[config.mk]
export PLATFORM = sky130hd
export DESIGN_NAME = vx_ifetch_stage
export DESIGN_NICKNAME = d
export VERILOG_FILES = /design/src/rtl/vx_ifetch_stage.sv
export SDC_FILE = /design/constraint.sdc
export NUM_CORES = 1
export LEC_CHECK = 0
export CAP_MARGIN = 30
export CORE_MARGIN = 5
export CORE_UTILIZATION = 30
export CTS_CLUSTER_SIZE = 30
export DETAILED_ROUTE_END_ITERATION = 7
export GPL_ROUTABILITY_DRIVEN = 1
export GPL_TIMING_DRIVEN = 0
export HOLD_SLACK_MARGIN = 0.05
export MAX_ROUTING_LAYER = met4
export SKIP_CTS_REPAIR_TIMING = 1
export SYNTH_ARGS = -nofsm -noshare
export SYNTH_HDL_FRONTEND = slang
export SYNTH_SLANG_ARGS = --single-unit
[constraint.sdc]
create_clock -name clk -period 16.36 [get_ports clk]
set_clock_uncertainty 0.1 [all_clocks]
set_input_delay 1.636 -clock clk [delete_from_list [all_inputs] [get_ports clk]]
set_output_delay 1.636 -clock clk [all_outputs]
set_load 0.01 [all_outputs]
[src/rtl/vx_ifetch_stage.sv]
// Instruction fetch responder: forwards scheduler fetches to the icache, tracks one
// outstanding fetch per warp, and pairs icache words with stored request metadata.
module vx_ifetch_stage #(
  parameter int CORE_ID     = 0,
  parameter int NUM_WARPS   = 4,
  parameter int NUM_THREADS = 4,
  parameter int UUID_BITS   = 44,
  localparam int NW_BITS    = $clog2(NUM_WARPS)
) (
  input  logic                   clk,
  input  logic                   reset,

  input  logic                   ifetch_req_valid,
  output logic                   ifetch_req_ready,
  input  logic [NW_BITS-1:0]     ifetch_req_wid,
  input  logic [31:0]            ifetch_req_PC,
  input  logic [NUM_THREADS-1:0] ifetch_req_tmask,
  input  logic [UUID_BITS-1:0]   ifetch_req_uuid,

  output logic                   icache_req_valid,
  input  logic                   icache_req_ready,
  output logic [29:0]            icache_req_addr,
  output logic [NW_BITS-1:0]     icache_req_tag,

  input  logic                   icache_rsp_valid,
  output logic                   icache_rsp_ready,
  input  logic [31:0]            icache_rsp_data,
  input  logic [NW_BITS-1:0]     icache_rsp_tag,

  output logic                   ifetch_rsp_valid,
  input  logic                   ifetch_rsp_ready,
  output logic [NW_BITS-1:0]     ifetch_rsp_wid,
  output logic [31:0]            ifetch_rsp_PC,
  output logic [NUM_THREADS-1:0] ifetch_rsp_tmask,
  output logic [UUID_BITS-1:0]   ifetch_rsp_uuid,
  output logic [31:0]            ifetch_rsp_data,

  output logic [NW_BITS:0]       pending_count,
  output logic                   busy
);

  // Every channel uses valid/ready: a transfer happens on a rising clock edge where
  // both are high; a producer holds valid and payload stable until that transfer.

  if (CORE_ID < 0) begin : g_core_id_unused
  end

  logic                   req_fire;
  logic                   rsp_fire;
  logic [NUM_WARPS-1:0]   pending_mask;
  logic [NUM_WARPS-1:0]   pending_mask_next;
  logic [NW_BITS:0]       count_sum;

  logic [31:0]            pc_tab    [NUM_WARPS];
  logic [NUM_THREADS-1:0] tmask_tab [NUM_WARPS];
  logic [UUID_BITS-1:0]   uuid_tab  [NUM_WARPS];

  assign icache_req_valid = ifetch_req_valid;
  assign ifetch_req_ready = icache_req_ready;
  assign icache_req_addr  = ifetch_req_PC[31:2];
  assign icache_req_tag   = ifetch_req_wid;

  assign req_fire = ifetch_req_valid & icache_req_ready;

  assign icache_rsp_ready = !ifetch_rsp_valid | ifetch_rsp_ready;
  assign rsp_fire         = icache_rsp_valid & icache_rsp_ready;

  // Clear before set so a same-warp reissue in the retiring cycle stays pending.
  always_comb begin
    pending_mask_next = pending_mask;
    if (rsp_fire) pending_mask_next[icache_rsp_tag] = 1'b0;
    if (req_fire) pending_mask_next[ifetch_req_wid] = 1'b1;
  end

  always_comb begin
    count_sum = '0;
    for (int i = 0; i < NUM_WARPS; i++) begin
      count_sum = count_sum + (NW_BITS+1)'(pending_mask[i]);
    end
  end

  assign pending_count = count_sum;
  assign busy          = (|pending_mask) | ifetch_rsp_valid;

  always_ff @(posedge clk) begin
    if (reset) begin
      pending_mask     <= '0;
      ifetch_rsp_valid <= 1'b0;
    end else begin
      pending_mask <= pending_mask_next;
      if (rsp_fire) begin
        ifetch_rsp_valid <= 1'b1;
      end else if (ifetch_rsp_ready) begin
        ifetch_rsp_valid <= 1'b0;
      end
    end
  end

  // Payload storage is unreset; the response read sees the table before this cycle's write.
  always_ff @(posedge clk) begin
    if (req_fire) begin
      pc_tab[ifetch_req_wid]    <= ifetch_req_PC;
      tmask_tab[ifetch_req_wid] <= ifetch_req_tmask;
      uuid_tab[ifetch_req_wid]  <= ifetch_req_uuid;
    end
    if (rsp_fire) begin
      ifetch_rsp_wid   <= icache_rsp_tag;
      ifetch_rsp_PC    <= pc_tab[icache_rsp_tag];
      ifetch_rsp_tmask <= tmask_tab[icache_rsp_tag];
      ifetch_rsp_uuid  <= uuid_tab[icache_rsp_tag];
      ifetch_rsp_data  <= icache_rsp_data;
    end
  end

`ifndef SYNTHESIS
  always_ff @(posedge clk) begin
    if (!reset) begin
      if (req_fire) begin
        assert (!pending_mask[ifetch_req_wid] || (rsp_fire && icache_rsp_tag == ifetch_req_wid))
          else $error("ifetch: second outstanding fetch for warp %0d", ifetch_req_wid);
        assert (ifetch_req_PC[1:0] == 2'b00)
          else $error("ifetch: misaligned PC %h", ifetch_req_PC);
      end
      if (rsp_fire) begin
        assert (pending_mask[icache_rsp_tag])
          else $error("ifetch: response for warp %0d with no fetch pending", icache_rsp_tag);
      end
    end
  end
`endif

endmodule

==> flow_summary.json <==
{
  "status": "completed",
  "ant_nets": 0,
  "worstSkewPairLatency_ns": 0.56,
  "first_pass_iters": 4,
  "arrival_ns": 3.22,
  "synth_common_cells": "434 x edfxtp_1, 80 x mux4_2, 34 x buf_4",
  "wl_per_cell_um": 19.74,
  "gr-total-overflow": 0,
  "slew_headroom_pct": 50.32,
  "drc_errors": 0,
  "ys_ff_latch": 439,
  "dp_hpwl_um": 21660,
  "synth.area.top_cells": "edfxtp_1 84%, mux4_2 12%, buf_4 1.6%",
  "yosys_most_used_dff": "edfxtp_1",
  "synth.most_common_cell": "edfxtp_1",
  "synth_fp_nets": 731,
  "endpoint_kind": "output pin",
  "cts_root_buffer": "clkbuf_16",
  "timing.final.crit_share_pct": 30.31,
  "grt_pass1_wl_um": 49310,
  "cap_violations": 0,
  "leakagePower_nw": 6.936,
  "clock_path_buffers": 3,
  "p_per_area_nw_per_um2": 118.3,
  "portBuffers": 275,
  "die_area_um2": 56530,
  "setup_viol": 0,
  "synth_top_area_share_pct": 83.74,
  "gp_congestion": 0.7085,
  "finalCriticalPeriod_ns": 4.958,
  "die_w_um": 237.8,
  "report.final.slew_viol_count": 0,
  "min_path_type": "reg -> reg",
  "area_growth_pct": 35.18,
  "setup_tns_ns": 0,
  "yosys_warnings": 0,
  "max_freq_mhz": 201.7,
  "num_io_pins": 276,
  "drive_above_1_share_pct": 22.53,
  "synth_cell_types": 22,
  "ir_drop_v": 0.00005762,
  "drtIter0Drc": 350,
  "criticalPathCategory": "in -> out",
  "yosys.area.top_type": "edfxtp_1",
  "syn-instance-count": 605,
  "fillers": 4527,
  "initial_core_util_pct": 30.28,
  "die_y_um": 237.8,
  "crit_fanout": 7,
  "syn_area_um2": 15560,
  "synth_seq_area_share_pct": 84.38,
  "clk_pin_slew_ns": 0.06,
  "rows": 83,
  "required_ns": 14.62,
  "avgSynthCellArea_um2": 25.73,
  "cts_tree": "built",
  "antenna_found_initial": 1,
  "grt_usage_pct": 11.78,
  "grt_pass1_vias": 7948,
  "async_flop_share_pct": 0,
  "vias": 7142,
  "numCtsBuffers": 47,
  "core_region_area_um2": 51410,
  "synth_edf_count": 434,
  "cts_sinks": 439,
  "finalHoldViolCount": 0,
  "rsz0062_at_grt": "false",
  "nNetsFinal": 1081,
  "p_total_mw": 2.489,
  "grt_max_degree": 44,
  "cp-start-kind": "primary input",
  "wl_um": 32980,
  "worst_pin_slew_ns": 0.7419,
  "htree_levels": 2,
  "via_per_inst": 4.274
}
final timing paths:
kind,end,slack [ns],start,depth (start not counted)
worst max-delay path,icache_rsp_ready,11.40,ifetch_rsp_ready,4
worst min-delay path,pending_mask[3],0.39,pending_mask[3],2
worst max register to register,ifetch_rsp_uuid[27],14.37,ifetch_rsp_valid,4
worst min register to register,pending_mask[3],0.39,pending_mask[3],2
critical path, stage by stage:
cell and delay, ns:
clkdlybuf4s50_1 0.41, nor2b_1 0.52, inv_1 0.09, clkdlybuf4s50_1 0.57
where the power goes:
part	internal, mW	switching [mW]
logic	0.104	0.0762
registers	1.29	0.0117
clock network	0.598	0.409
total	1.99	0.497
registers in the layout (all words and copies together) (netlist names):
name and cells:
ifetch_rsp_PC 32, ifetch_rsp_data 32, tmask_tab 16, ifetch_rsp_wid 2, uuid_tab 176, ifetch_rsp_tmask 4
ifetch_rsp_uuid 44, pc_tab 128, ifetch_rsp_valid 1, pending_mask 4
final cells by class:
class	instances	area [µm²]	area share, %
Multi-Input combinational cell	105	2009	9.551
Inverter	9	38.79	0.1844
Timing Repair Buffer	301	3144	14.95
Antenna cell	1	2.502	0.01189
Clock inverter	17	151.4	0.7196
Buffer	52	405.4	1.927
Sequential cell	439	13130	62.42
Tap cell	680	850.8	4.044
Clock buffer	67	1304	6.197
logic make-up (layout without fill, tap and decap cells):
group | Yosys count | count (layout) | synth area share (%)
muxes | 80 | 80 | 11.58
AOI/OAI and AO/OA | 8 | 8 | 0.4020
DFF | 439 | 439 | 84.38
other | 0 | 1 | 0
buffers and inverters | 61 | 446 | 2.822
and+or+nand+nor | 13 | 13 | 0.4502
adders and majority gates | 4 | 4 | 0.3698
placed cells by master, fill, tap and decap left out:
cell type and instances:
edfxtp_1 434, clkdlybuf4s50_1 275, mux4_2 80, clkbuf_16 49
buf_4 34, buf_6 25, clkbuf_1 17, buf_2 9
inv_1 7, clkinv_2 7, clkinv_1 7, dfxtp_1 5
buf_16 4, buf_8 3, nor2_1 3, ha_1 3
bufinv_16 3, buf_12 3, inv_4 2, nand2_1 2
nor3b_2 2, o31a_1 2, o21ba_1 2, o31ai_1 2
a21oi_1 2, diode_2 1, nor2b_1 1, nor2b_4 1
nand4_1 1, or3_1 1, nand3_1 1, nand2b_1 1
fa_1 1, clkbuf_8 1
through the flow:
stage               hold slack, ns  util [%]  std cells  cell area, µm²  setup WS (ns)
detailed placement          0.3790     38.09       1586           19580          11.37
CTS                         0.3873     40.92       1670           21040          11.37
global placement            0.3666     37.29       1560           19170          1.186
finish                      0.3892     40.93       1671           21040          11.40
global route                0.4117     40.93       1671           21040          11.27
floorplan                   0.3422         -        605           15560          8.043
layer usage:
layer  up-vias  routed length, µm  global-route usage [%]
li1       3209                  -                       -
met1      3655              14370                   15.23
met2       233              15860                   18.51
met3        45               2178                   3.539
met4         0                565                   2.746
met5         -                  0                       -
(Power assumes the default switching activity.)
